$ cat src/rtl/serial2parallel.sv
// ---------------------------------------------------------------------------
// serial2parallel
//
// Assembles LSB-first serial frames of 8 bits into bytes and queues them in a
// small first-word-fall-through FIFO.  A frame is delimited by serial_start
// (with bit 0) and serial_end (with bit 7); any other flag placement is a
// framing violation that discards the partial frame and pulses frame_err.
// Reception never stalls: when the FIFO is full and is not being drained on
// the same edge, a completed byte is dropped and the sticky overflow flag is
// set.
//
// Parameters
//   DEPTH         FIFO entries (power of 2, >= 2)
//
// Ports
//   clk           rising-edge clock for all state
//   rst_n         asynchronous, active-low reset
//   d             serial data bit, LSB first, one bit per clock
//   serial_start  high with bit 0 of a frame
//   serial_end    high with bit 7 of a frame
//   data_out      FIFO head byte, 8'h00 while the FIFO is empty
//   out_valid     FIFO non-empty
//   out_ready     consumer accepts the head byte on out_valid & out_ready
//   busy          high while a frame is being received
//   frame_err     one-cycle registered pulse on a framing violation
//   overflow      sticky flag, set when a completed byte is dropped
//   clr_ovf       synchronous clear of overflow (a new set wins)
// ---------------------------------------------------------------------------
module serial2parallel #(
  parameter int DEPTH = 2
) (
  input  logic       clk,
  input  logic       rst_n,
  input  logic       d,
  input  logic       serial_start,
  input  logic       serial_end,
  output logic [7:0] data_out,
  output logic       out_valid,
  input  logic       out_ready,
  output logic       busy,
  output logic       frame_err,
  output logic       overflow,
  input  logic       clr_ovf
);

  localparam int AW = (DEPTH > 1) ? $clog2(DEPTH) : 1;
  localparam logic [AW:0] FULL_COUNT = (AW + 1)'(DEPTH);

  typedef enum logic {
    IDLE = 1'b0,
    RECV = 1'b1
  } state_t;

  state_t      state;
  logic [2:0]  idx;
  logic [7:0]  asm_reg;

  logic [7:0]  mem [DEPTH];
  logic [AW-1:0] wr_ptr;
  logic [AW-1:0] rd_ptr;
  logic [AW:0]   count;

  logic        push;
  logic [7:0]  push_byte;
  logic        pop;
  logic        full;
  logic        push_ok;
  logic        drop;

  // A byte completes only on a clean bit 7: serial_end alone, with no restart.
  assign push      = (state == RECV) && !serial_start && serial_end && (idx == 3'd7);
  assign push_byte = {d, asm_reg[6:0]};

  assign full      = (count == FULL_COUNT);
  assign out_valid = (count != '0);
  assign pop       = out_valid && out_ready;
  // A pop on the same edge frees the slot, so a full FIFO can still accept.
  assign push_ok   = push && (!full || pop);
  assign drop      = push && full && !pop;

  assign data_out  = out_valid ? mem[rd_ptr] : 8'h00;
  assign busy      = (state == RECV);

  always_ff @(posedge clk or negedge rst_n) begin
    if (!rst_n) begin
      state     <= IDLE;
      idx       <= 3'd0;
      asm_reg   <= 8'h00;
      frame_err <= 1'b0;
    end else begin
      frame_err <= 1'b0;
      unique case (state)
        IDLE: begin
          if (serial_start && !serial_end) begin
            asm_reg <= {7'b0, d};
            idx     <= 3'd1;
            state   <= RECV;
          end else if (serial_start && serial_end) begin
            frame_err <= 1'b1;
          end
        end
        RECV: begin
          if (serial_start) begin
            // Restart: drop the partial frame and begin a new one with this
            // bit, unless serial_end arrives too, which abandons everything.
            frame_err <= 1'b1;
            if (serial_end) begin
              asm_reg <= 8'h00;
              idx     <= 3'd0;
              state   <= IDLE;
            end else begin
              asm_reg <= {7'b0, d};
              idx     <= 3'd1;
            end
          end else if (idx == 3'd7) begin
            // Bit 7 always ends the frame; it is only good with serial_end.
            frame_err <= !serial_end;
            asm_reg   <= 8'h00;
            idx       <= 3'd0;
            state     <= IDLE;
          end else if (serial_end) begin
            frame_err <= 1'b1;
            asm_reg   <= 8'h00;
            idx       <= 3'd0;
            state     <= IDLE;
          end else begin
            asm_reg[idx] <= d;
            idx          <= idx + 3'd1;
          end
        end
        default: begin
          state <= IDLE;
        end
      endcase
    end
  end

  // Storage is not reset; out_valid gates data_out while the FIFO is empty.
  always_ff @(posedge clk) begin
    if (push_ok) begin
      mem[wr_ptr] <= push_byte;
    end
  end

  // Pointers wrap naturally because DEPTH is a power of two.
  always_ff @(posedge clk or negedge rst_n) begin
    if (!rst_n) begin
      wr_ptr <= '0;
      rd_ptr <= '0;
      count  <= '0;
    end else begin
      if (push_ok) begin
        wr_ptr <= wr_ptr + 1'b1;
      end
      if (pop) begin
        rd_ptr <= rd_ptr + 1'b1;
      end
      if (push_ok && !pop) begin
        count <= count + 1'b1;
      end else if (pop && !push_ok) begin
        count <= count - 1'b1;
      end
    end
  end

  always_ff @(posedge clk or negedge rst_n) begin
    if (!rst_n) begin
      overflow <= 1'b0;
    end else if (drop) begin
      overflow <= 1'b1;
    end else if (clr_ovf) begin
      overflow <= 1'b0;
    end
  end

endmodule

$ cat config.mk
export PLATFORM = sky130hd
export DESIGN_NAME = serial2parallel
export DESIGN_NICKNAME = d
export VERILOG_FILES = /design/src/rtl/serial2parallel.sv
export SDC_FILE = /design/constraint.sdc
export NUM_CORES = 1
export LEC_CHECK = 0
export ABC_CLOCK_PERIOD_IN_PS = 5900
export BUFFER_PORTS_ARGS = -buffer_cell sky130_fd_sc_hd__buf_2
export CAP_MARGIN = 20
export CORE_MARGIN = 2
export CORE_UTILIZATION = 40
export CTS_CLUSTER_DIAMETER = 40
export DETAILED_ROUTE_END_ITERATION = 7
export GPL_TIMING_DRIVEN = 0
export SYNTH_ARGS = -nofsm -noshare
export SYNTH_HDL_FRONTEND = slang
export SYNTH_SLANG_ARGS = --single-unit
$ cat constraint.sdc
create_clock -name clk -period 5.9 [get_ports clk]
set_input_delay 0.59 -clock clk [delete_from_list [all_inputs] [get_ports clk]]
set_output_delay 0.59 -clock clk [all_outputs]
set_load 0.02 [all_outputs]
Word level (Yosys, flattened, before mapping). Memory sizes are Yosys's and may differ from the RTL's. Cells that the tools add are included.

Bits in registers: 18. Latch bits: 0. Memories kept: 1. Input bits: 7. Output and inout bits: 12. Bits in read-only memories: 0. RAM bits: 16.

Memories: mem (depth 2, bits a word 8, read ports 1, clocked after memory_dff 0, wr ports 1, RTL line 58) `logic [7:0] mem [DEPTH];`.

Equality and inequality tests: 3. $add $sub $neg: 5. $lt $le $gt $ge: 2. Bitwise gates (word level): 1. Div/mod/pow operators: 0. Mux-type cells: 33. Multipliers: 0. Shift-type cells: 0. Reductions and logical operators: 21.

Operator list (number): 2-to-1 mux 8 bit (5); 2-to-1 mux 1 bit (16); one-hot mux 8 bit (2 select lines) (1); logical AND 1 bit (12); 2-to-1 mux 3 bit (4); bitwise mux 8 bit (1); one-hot mux 3 bit (2 select lines) (1); nonzero test 2 bit (3); zero test 1 bit (5); < comparator 3 x 4 -> 1 bit, second input constant (1); 2-to-1 mux 2 bit (2); one-hot mux 1 bit (2 select lines) (2); adder 3 x 1 -> 3 bit, second input constant (1); demux 1 bit (select 3 bit) (1); == test 3 bit, second input constant (1); greater-or-equal comparator 3 x 1 -> 1 bit, second input constant (1); adder 1 bit, second input constant (2); adder 2 x 1 -> 2 bit, second input constant (1); == test 2 bit, second input constant (1); inequality test 2 bit, second input constant (1); subtractor 2 x 1 -> 2 bit, second input constant (1); logical OR 1 bit (1); inverter 1 bit (1).

Longest topological paths before layout. Gate-level depths: netlist of the first run.

Depth in word-level cells: 9. Mapped depth: 8.

Least setup slack after synthesis of the first run. OpenSTA, ideal clock, no wires.

Path kind: reg-to-reg. Start: reg idx[1]. End: mem mem[0][0], enable pin. Cell stages (with the launch flop): 5. Library setup time: 0.383 ns. Clock period less this slack: 2.038 ns. Path buffers: 0. Arrival: 1.655 ns. Slack: 3.862 ns. Cell sequence: dfrtp_1 > ha_1 > ha_1 > nand4b_1 > nor3_1.

Word-level cells in the longest chain between the ends: 5.

Ends and longest elaborated chain: start, declared (RTL line 55) `logic [2:0] idx;`; start signal, assigned (RTL line 128) `idx <= idx + 3'd1;`; == test 3 bit (RTL line 71) `assign push = (state == RECV) && !serial_start && serial_end && (idx == 3'd7);`; logical AND 1 bit (RTL line 71); logical AND 1 bit (RTL line 78) `assign push_ok = push && (!full || pop);`; 2-to-1 mux 1 bit (RTL line 140) `if (push_ok) begin`; 2-to-1 mux 1 bit (implied by the code) (RTL line 141) `mem[wr_ptr] <= push_byte;`; end, declared (RTL line 58).

Every way passes these cells.

Worst setup path in the final report of the first run.
Start: reg idx[1]. End: mem mem[1][5], enable pin.

The elaborated chain is that of the path after synthesis.

==> results of run 1 <==
-- how the worst max path moves through the flow --
stage / slack (ns) / cells past startpoint / endpoint / startpoint
global route: 3.54 / 5 / mem[1][5]$_DFFE_PP_ / idx[1]$_DFFE_PN0P_
detailed placement: 3.72 / 5 / mem[1][1]$_DFFE_PP_ / idx[0]$_DFFE_PN0P_
CTS: 3.70 / 5 / mem[1][5]$_DFFE_PP_ / idx[0]$_DFFE_PN0P_
global placement: 3.39 / 4 / mem[0][1]$_DFFE_PP_ / idx[0]$_DFFE_PN0P_
floorplan: 3.86 / 4 / mem[0][0]$_DFFE_PP_ / idx[1]$_DFFE_PN0P_
finish: 3.73 / 5 / mem[1][5]$_DFFE_PP_ / idx[1]$_DFFE_PN0P_
-- power by group through the flow --
stage | logic (mW) | clock network (mW) | registers (mW)
final | 0.155 | 0.202 | 0.271
after global routing | 0.171 | 0.218 | 0.275
after CTS | 0.157 | 0.206 | 0.271
after detailed placement | 0.156 | 0 | 0.276
after global placement | 0.152 | 0 | 0.274
after floorplan | 0.111 | 0 | 0.273
-- routing by layer --
| layer | vias to the layer above | routed length [um] | part of all wire |
|---|---|---|---|
| li1 | 490 | - | - |
| met1 | 483 | 1280 | 0.48 |
| met2 | 16 | 1300 | 0.49 |
| met3 | 0 | 99 | 0.037 |
| met4 | 0 | 0 | 0 |
| met5 | - | 0 | 0 |
-- layout by cell type, fill, tap and decap left out, types with 3 or more instances in the layout --
cell type	Yosys	routed
buf_2	4	23
dfrtp_1	17	17
edfxtp_1	16	16
nor2_1	14	14
mux2i_1	11	11
inv_1	6	6
clkbuf_8	0	5
nor3b_1	4	4
ha_1	4	4
nand2_1	3	3
o21ai_0	3	3
nand3_1	3	3
o2111ai_1	3	3
o2bb2ai_1	3	3
xor2_1	3	3
-- cell families after synthesis --
| kind of cell | Yosys count | synth area share |
|---|---|---|
| AO/OA/AOI/OAI | 20 | 0.1006 |
| XOR/XNOR | 5 | 0.02886 |
| adder cells (fa/ha/maj) | 4 | 0.03298 |
| buffers and inverters | 11 | 0.03050 |
| flip-flops | 33 | 0.5969 |
| multiplexers | 11 | 0.07255 |
| AND/OR/NAND/NOR | 35 | 0.1377 |
-- cell type report --
cell class                 count  area, um2
clock inverter                 2      33.78
timing repair buffer          19      95.09
clock buffer                   6      72.57
inverter                       6      22.52
buffer                         5      23.77
sequential                    33      905.9
fill                         358       1882
multi-input combinational     75      565.5
tap                           48      60.06
-- per-stage QoR --
step,util,hold WS [ns]
finish,0.4860,0.2301
CTS,0.4860,0.2360
detailed placement,0.4569,0.4740
floorplan,-,0.2944
global placement,0.4556,0.4609
global route,0.4860,0.2410
==> key figures, run 1 <==
Outcome
  – Status: finished clean

Setup path
  – Top delay family on crit path: simple AND/OR/NAND/NOR gates
  – Register-to-Register Setup Slack: 3.73 ns
  – Required time worst endpoint: roughly 5.8 ns
  – Crit path max fanout: 8
  – Capturing point of the worst reg2reg path: mem[1][5]$_DFFE_PP_
  – Worst setup EP type: flop
  – Most frequent CP cell: ha_1
  – Slowest stage delay, CP: 0.48 ns
  – Critical Path AT: approximately 2.1 ns
  – CP Cell Sequence: ha_1 > ha_1 > nand4b_1 > nor2_1 > and2_1
  – Slowest cell on crit path: dfrtp_1
  – Setup crit start kind: flop
  – Reg2reg path depth: 5
  – Critical R2R Launch: idx[1]$_DFFE_PN0P_
  – Worst path bufs/invs: 0
  – Crit Path Class: flop to flop

Clock tree
  – Worst-path clk slew: 0.07 ns
  – CTS resizes: 0
  – Post-cts hold buffer count: 0
  – Clock latency on the worst-skew pair: approximately 0.28 ns
  – Postcts setup bufs: 0
  – Clk buf depth: 2
  – Clock sink count: 33
  – CTS tree: done
  – H-tree levels: 2
  – Root buf cell: clkbuf_8
  – Inserted Clock Buffers: 5

Route
  – Drt wl/cell: 13.81 um
  – Routed vias: 989
  – Antenna-violating nets left: 0
  – Initial drt markers: 21
  – # DRC: 0
  – Drt total wl: 2.679 mm
  – DR pass1 iterations: 4
  – Vias per Instance: 5.098

Placed design
  – Dpl cell area: 1673 um2
  – GPL Wtd Cong: 0.8692
  – DP Cell Count: 186
  – Pre-CTS setup slack: about 3.7 ns
  – I/O Buffers: 18
  – HPWL Detailed: 1.907 mm

Floorplan
  – Die area: 4303 um2
  – Die Width: between 60 and 70 um
  – Initial Utilization: 0.4146
  – I/O pin cnt: 19
  – Die H: 65.60 um
  – Rows: 22
  – Total core area: about 3700 um2

Cells and area
  – Area Overhead vs Synth: 17.23%
  – Post-route non-filler standard cell count: 194
  – Fin nets: 156
  – Max reg flops: 16
  – Cell area after layout: 1779 um2
  – Share of cells above drive strength 1: 0.2329
  – Diodes inserted: 0

Power
  – Power Total: 0.6275 mW
  – VDD IR max: about 0.00015 V
  – Gate power share: 0.246
  – Clk network pwr share: 0.322
  – Reg power frac: 0.432
  – Net switching power: 0.1872 mW
  – LEAKAGE: 0.7880 nW
  – Internal power of the cells: 0.4403 mW
  – Pwr/cell area: 352.7 nW/um2
  – Switching share of power: 0.2983

Global routing
  – Antenna violations before repair: 0
  – Met2 Track Usage GR: 0.2385
  – Vias in the first global route: 964
  – Most Crowded Layer GR: met2
  – Met1 Usage GRT: 0.1834
  – First-pass GRT wire length: 4.698 mm
  – Global-route usage over all layers: 0.1472
  – Pin count of the biggest net entering global routing: 18
  – M3 GR Usage: 0.05308
  – Grt ovf: 0

Synthesis
  – Largest area contributor in the netlist: edfxtp_1
  – Ys flop type: dfrtp_1
  – Seq/Total Area, Yosys: 0.5969
  – Synth top cells by count: dfrtp_1, edfxtp_1, nor2_1
  – Top-count cell post-synth: dfrtp_1
  – Mapped cell area: 1518 um2
  – Synth top area cells: edfxtp_1, dfrtp_1, mux2i_1
  – Post-synth net total: 130
  – Flops & latches, synth: 33
  – Yosys top cell area share: 0.3166
  – Post-synth EDFFs: 16
  – Synth unique cells: 33
  – Yosys warning count: 0
  – Post-synth ARST share: 0.5152
  – Syn avg cell area: around 13 um2
  – Synth Instances: 119

STA
  – Setup Total Neg Slack: 0 ns
  – Worst-Margin Slew: between 0.6 and 0.7 ns
  – Clk_skew: 0.003774 ns
  – Final slew viol count: 0
  – Smallest setup slack after layout: 3.726 ns
  – Max Clock Freq: 0.4600 GHz
  – Final hold violations: 0
  – Final period util: 0.3685
  – Slew headroom: 0.5751
  – Endpoints failing setup: 0
  – Unrepaired setup endpoints after global routing: false
  – Tmin final: 2.174 ns

Job
  – Total of max-cap violations: 0

Worst hold path
  – Hold/Removal Path Class: input pin to asynchronous set/reset pin
(Power assumes the default switching activity.)
==> run 2, diff against run 1 <==
--- a/config.mk
+++ b/config.mk
@@ -5,7 +5,7 @@
 export SDC_FILE = /design/constraint.sdc
 export NUM_CORES = 1
 export LEC_CHECK = 0
-export ABC_CLOCK_PERIOD_IN_PS = 5900
+export ABC_CLOCK_PERIOD_IN_PS = 1900
 export BUFFER_PORTS_ARGS = -buffer_cell sky130_fd_sc_hd__buf_2
 export CAP_MARGIN = 20
 export CORE_MARGIN = 2
==> constraint.sdc (replaced) <==
create_clock -name clk -period 1.9 [get_ports clk]
set_input_delay 0.19 -clock clk [delete_from_list [all_inputs] [get_ports clk]]
set_output_delay 0.19 -clock clk [all_outputs]
set_load 0.02 [all_outputs]
==> run 2 against run 1 <==
  * Cell count is 3.1% higher
  * Die area stayed put
  * Register-to-register slack worse by 3.6 ns
  * Wire length is 1.1% higher
  * Largest power group unchanged
  * Highest routed layer is now met4
==> key figures, run 2 (synthesis gave the netlist of run 1 again) <==
Global routing
  – Met2 Track Usage GR: 0.2564
  – Most Crowded Layer GR: met2
  – Global-route usage over all layers: 0.1465
  – Pin count of the biggest net entering global routing: 18
  – Grt ovf: 0
  – First-pass GRT wire length: around 4.6 mm
  – M3 GR Usage: 0.04623
  – Met1 Usage GRT: 0.1700
  – Vias in the first global route: 995
  – Antenna violations before repair: 0

STA
  – Max Clock Freq: 0.5536 GHz
  – Setup Total Neg Slack: 0 ns
  – Endpoints failing setup: 0
  – Slew headroom: 0.6002
  – Smallest setup slack after layout: 0.09378 ns
  – Unrepaired setup endpoints after global routing: false
  – Tmin final: 1.806 ns
  – Worst-Margin Slew: roughly 0.6 ns
  – Final period util: 0.9506
  – Final hold violations: 0
  – Final slew viol count: 0
  – Clk_skew: 0.001678 ns
  – Min Hold Slack: 0.08519 ns

Clock tree
  – Root buf cell: clkbuf_8
  – Clock latency on the worst-skew pair: 0.28 ns
  – Clock sink count: 33
  – Inserted Clock Buffers: 5
  – H-tree levels: 2
  – CTS tree: done
  – Clk buf depth: 2
  – Worst-path clk slew: 0.06 ns

Cells and area
  – Sequential cell area: between 900 and 1000 um2
  – Commonest non-fill, non-tap cell in the layout: buf_2
  – Area Overhead vs Synth: 22.84%
  – Most frequent cells in the layout: buf_2, edfxtp_1, dfrtp_1, nor2_1, mux2i_1
  – # fillers: ~320
  – Share of cells above drive strength 1: 0.3026
  – Final core area utilization: 0.5092
  – Fin nets: between 150 and 200
  – Max reg flops: 16
  – Multi-input logic area: 598.1 um2
  – Diodes inserted: 0
  – Post-route non-filler standard cell count: 200

Setup path
  – Critical Path AT: between 1.5 and 2 ns
  – Worst setup EP type: flop
  – Crit Path Class: flop to flop
  – Slowest stage delay, CP: 0.38 ns
  – CP Cell Sequence: ha_1 > ha_4 > nand4b_1 > buf_4 > nor3_4
  – Worst path bufs/invs: 1
  – Top delay family on crit path: simple AND/OR/NAND/NOR gates
  – Crit path max fanout: 8
  – Setup crit start kind: flop
  – Required time worst endpoint: 1.83 ns
  – Slowest cell on crit path: nor3_4

Floorplan
  – I/O pin cnt: 19
  – Die area: 4303 um2
  – Die Width: 65.60 um
  – Total core area: between 3000 and 4000 um2
  – Initial Utilization: 0.4146
  – Rows: 22
  – Die H: 65.60 um

Route
  – Routed vias: between 1k and 1.5k
  – Initial drt markers: 7
  – Drt total wl: about 2.7 mm
  – # DRC: 0
  – Drt wl/cell: 13.54 um
  – Vias per Instance: 5.015
  – DR pass1 iterations: 4
  – Antenna-violating nets left: 0

Power
  – VDD IR max: 0.0003438 V
  – LEAKAGE: between 0.8 and 0.9 nW
  – Pwr/cell area: 1056 nW/um2

Outcome
  – Status: finished clean

Placed design
  – GPL Wtd Cong: 0.8384
  – HPWL Detailed: 1.850 mm
  – I/O Buffers: 18
  – Pre-CTS setup slack: -0.3024 ns
  – DP Cell Count: 185

Job
  – Total of max-cap violations: 0

Worst hold path
  – Hold/Removal Path Class: input pin to flop
## run 2: where the power goes
part	internal, mW	switching, mW	leakage, nW
Combinational	0.197	0.306	0.390
Sequential	0.795	0.0417	0.374
Clock	0.387	0.242	0.0528
Total	1.38	0.589	0.816
## run 2: metal layers
layer  part of all wire  wire (um)
met1               0.46       1253
met2               0.50       1343
met3              0.032         88
met4             0.0085         23
met5                  0          0
## run 2: final cells by class
class,instances,share of cell area
inverters,6,0.01208
multi-input cells,75,0.3208
plain buffers,5,0.01275
repair buffers,25,0.07785
well taps,48,0.03221
clock inverters,2,0.01812
flip-flops and latches,33,0.4872
clock buffers,6,0.03893
## run 2: worst register-to-register path, stage by stage, from the launching register on
cell	delay (ns)
dfrtp_2	0.36
ha_1	0.19
ha_4	0.18
nand4b_1	0.15
buf_4	0.19
nor3_4	0.38
## run 2: final timing paths
path	from	slack (ns)	endpoint	depth (start not counted)
max in group asynchronous	rst_n	1.25	idx[1]$_DFFE_PN0P_	2
setup reg to reg	idx[0]$_DFFE_PN0P_	0.09	mem[0][3]$_DFFE_PP_	5
setup / recovery	idx[0]$_DFFE_PN0P_	0.09	mem[0][3]$_DFFE_PP_	5
min in group asynchronous	rst_n	0.36	idx[2]$_DFFE_PN0P_	2
hold / removal	clr_ovf	0.09	overflow$_DFFE_PN0P_	2
hold reg to reg	asm_reg[1]$_DFFE_PN0P_	0.48	mem[1][1]$_DFFE_PP_	0
## run 2: repair_timing
action / in CTS / in global routing
hold endpoints to repair: 17 / 0
hold buffers: 1 / 0
endpoints found under the setup margin: 18 / 1
buffers inserted: 5 / 1
resized for setup: 7 / 1
pin swaps: 1 / 0
## run 2: through the flow
stage | instance area [um2] | total power, mW
2_1_floorplan | 1523 | 1.196
3_3_place_gp | 1673 | 1.323
3_5_place_dp | 1673 | 1.341
4_1_cts | 1852 | 1.982
5_1_grt | 1864 | 2.071
6_report | 1864 | 1.968
==> run 3, diff against run 2 <==
--- a/config.mk
+++ b/config.mk
@@ -6,13 +6,12 @@
 export NUM_CORES = 1
 export LEC_CHECK = 0
 export ABC_CLOCK_PERIOD_IN_PS = 1900
-export BUFFER_PORTS_ARGS = -buffer_cell sky130_fd_sc_hd__buf_2
 export CAP_MARGIN = 20
 export CORE_MARGIN = 2
 export CORE_UTILIZATION = 40
 export CTS_CLUSTER_DIAMETER = 40
 export DETAILED_ROUTE_END_ITERATION = 7
-export GPL_TIMING_DRIVEN = 0
+export DONT_BUFFER_PORTS = 1
 export SYNTH_ARGS = -nofsm -noshare
 export SYNTH_HDL_FRONTEND = slang
 export SYNTH_SLANG_ARGS = --single-unit
==> run 3 against run 2 <==
  * Fmax is 0.87% lower
  * Sequential share of layout area is 2.2 points higher
  * Register-to-register slack got worse by 0.02 ns
  * Largest cell class unchanged
  * Largest power group unchanged
  * Highest routed layer unchanged
==> key figures, run 3 (synthesis gave the netlist of run 1 again) <==
Setup path
  – Register-to-Register Setup Slack: 0.08 ns
  – Crit Path Class: flop to flop
  – Critical R2R Launch: idx[0]$_DFFE_PN0P_
  – Required time worst endpoint: 2.12 ns
  – Reg2reg path depth: 6
  – Capturing point of the worst reg2reg path: asm_reg[2]$_DFFE_PN0P_
  – Worst setup EP type: flop
  – Crit path max fanout: 5
  – Critical Path AT: 2.04 ns
  – Setup crit start kind: flop

Global routing
  – Vias in the first global route: between 900 and 1k
  – First-pass GRT wire length: 4.340 mm
  – Pin count of the biggest net entering global routing: 19
  – Global-route usage over all layers: 0.1345
  – Grt ovf: 0
  – Antenna violations before repair: 0

Route
  – Antenna-violating nets left: 0
  – Routed vias: 952
  – # DRC: 0
  – DR top layer: met4
  – DR pass1 iterations: 4
  – Initial drt markers: 30
  – Met2 wire length: 1.225 mm
  – Metal-1 WL: about 1.2 mm
  – Metal3 WL: 118 um
  – Vias per Instance: ~5.2
  – Drt total wl: 2.544 mm
  – Drt wl/cell: around 14 um

Worst hold path
  – Hold/Removal Path Class: input pin to flop
  – Hold EP: frame_err$_DFF_PN0_
  – Hold path depth: 2
  – Hold path start: serial_start

STA
  – Unrepaired setup endpoints after global routing: false
  – Max Clock Freq: 0.5488 GHz
  – Setup Total Neg Slack: 0 ns
  – Worst-Margin Slew: 0.7788 ns
  – Final slew viol count: 0
  – Tmin final: 1.822 ns
  – Clk_skew: 0.006204 ns
  – Slew headroom: 0.4791
  – Final hold violations: 0
  – Endpoints failing setup: 0
  – Final period util: 0.9590

Cells and area
  – Commonest non-fill, non-tap cell in the layout: dfrtp_1
  – Fin nets: 146
  – Max reg flops: 16
  – Share of cells above drive strength 1: 0.1765
  – Post-route non-filler standard cell count: 184
  – Area Overhead vs Synth: 17.23%
  – Diodes inserted: 0
  – Most frequent cells in the layout: dfrtp_1, edfxtp_1, nor2_1, mux2i_1, buf_4

Floorplan
  – Die H: 65.60 um
  – Rows: 22
  – Total core area: 3661 um2
  – Die area: 4303 um2
  – Initial Utilization: 0.4146
  – I/O pin cnt: 19
  – Die Width: approximately 66 um

Power
  – Internal power of the cells: about 1.3 mW
  – Reg power frac: 0.465
  – LEAKAGE: 0.7580 nW
  – Net switching power: between 0.5 and 0.6 mW
  – Clk network pwr share: 0.328
  – Gate power share: 0.207
  – VDD IR max: roughly 0.0006 V
  – Pwr/cell area: 1064 nW/um2
  – Switching share of power: 0.2902

Clock tree
  – Clock sink count: 33
  – Worst-path clk slew: 0.07 ns
  – H-tree levels: 2
  – CTS tree: done
  – Clk buf depth: 2
  – Inserted Clock Buffers: 5
  – Clock latency on the worst-skew pair: roughly 0.28 ns
  – Root buf cell: clkbuf_8

Job
  – Total of max-cap violations: 0

Placed design
  – DP Cell Count: 170
  – I/O Buffers: 0
  – HPWL Detailed: 1.815 mm
  – GPL Wtd Cong: 0.8603

Outcome
  – Status: finished clean
## run 3: cell count changes in the layout (fill, tap and decap cells not counted), sizes merged
| cell | previous run | this run |
|---|---|---|
| buf | 28 | 11 |
| dlygate4sd3 | 1 | 3 |
| clkbuf | 7 | 6 |
## run 3: area by class of cell
type | instances | area, um2
inverters | 6 | 22.52
repair buffers | 14 | 112.6
clock inverters | 2 | 33.78
fillers | 325 | 1882
well taps | 48 | 60.06
clock buffers | 6 | 72.57
multi-input cells | 75 | 571.8
flip-flops and latches | 33 | 905.9
## run 3: repair_timing
item | 4_1_cts | 5_1_grt
endpoints found under the hold margin | 20 | 0
setup endpoints to repair | 0 | 11
setup buffers | 0 | 3
hold buffers | 3 | 0
gates resized for setup | 0 | 1
## run 3: how the worst max path moves through the flow
stage / from / to
finish: idx[0]$_DFFE_PN0P_ / asm_reg[2]$_DFFE_PN0P_
global placement: idx[0]$_DFFE_PN0P_ / asm_reg[0]$_DFFE_PN0P_
detailed placement: idx[0]$_DFFE_PN0P_ / asm_reg[2]$_DFFE_PN0P_
floorplan: idx[1]$_DFFE_PN0P_ / mem[1][0]$_DFFE_PP_
global route: idx[1]$_DFFE_PN0P_ / count[1]$_DFFE_PN0P_
CTS: idx[0]$_DFFE_PN0P_ / asm_reg[2]$_DFFE_PN0P_
## run 3: layer usage
layer  up-vias  global-route usage
met5         -                   0
met4         0             0.04167
met3         2             0.05137
met2        19              0.2092
met1       456              0.1737
li1        475                   -
## run 3: worst max-delay path, cell delays in order, from the launching register on
cell and delay (ns):
dfrtp_1 0.38, ha_1 0.20, ha_1 0.20, buf_4 0.16, or4b_4 0.53, o22ai_1 0.15, a32o_2 0.14
## run 3: through the flow
stage,hold slack (ns),cell area (um2),setup slack [ns],total power [mW],util
2_1_floorplan,-0.1056,1523,0.05236,1.196,-
3_3_place_gp,-0.1053,1619,0.1285,1.274,0.4422
3_5_place_dp,-0.1053,1619,0.07730,1.285,0.4422
4_1_cts,0.04145,1755,0.06930,1.920,0.4795
5_1_grt,0.04356,1779,0.02479,1.991,0.4860
6_report,0.04935,1779,0.07790,1.893,0.4860
## run 3: power by group through the flow
stage                     logic [mW]  clock network [mW]  registers, mW
after floorplan                0.347                   0          0.849
after global placement         0.380                   0          0.894
after detailed placement       0.387                   0          0.897
after CTS                      0.397               0.639          0.884
after global routing           0.433               0.662          0.896
final                          0.392               0.621          0.881
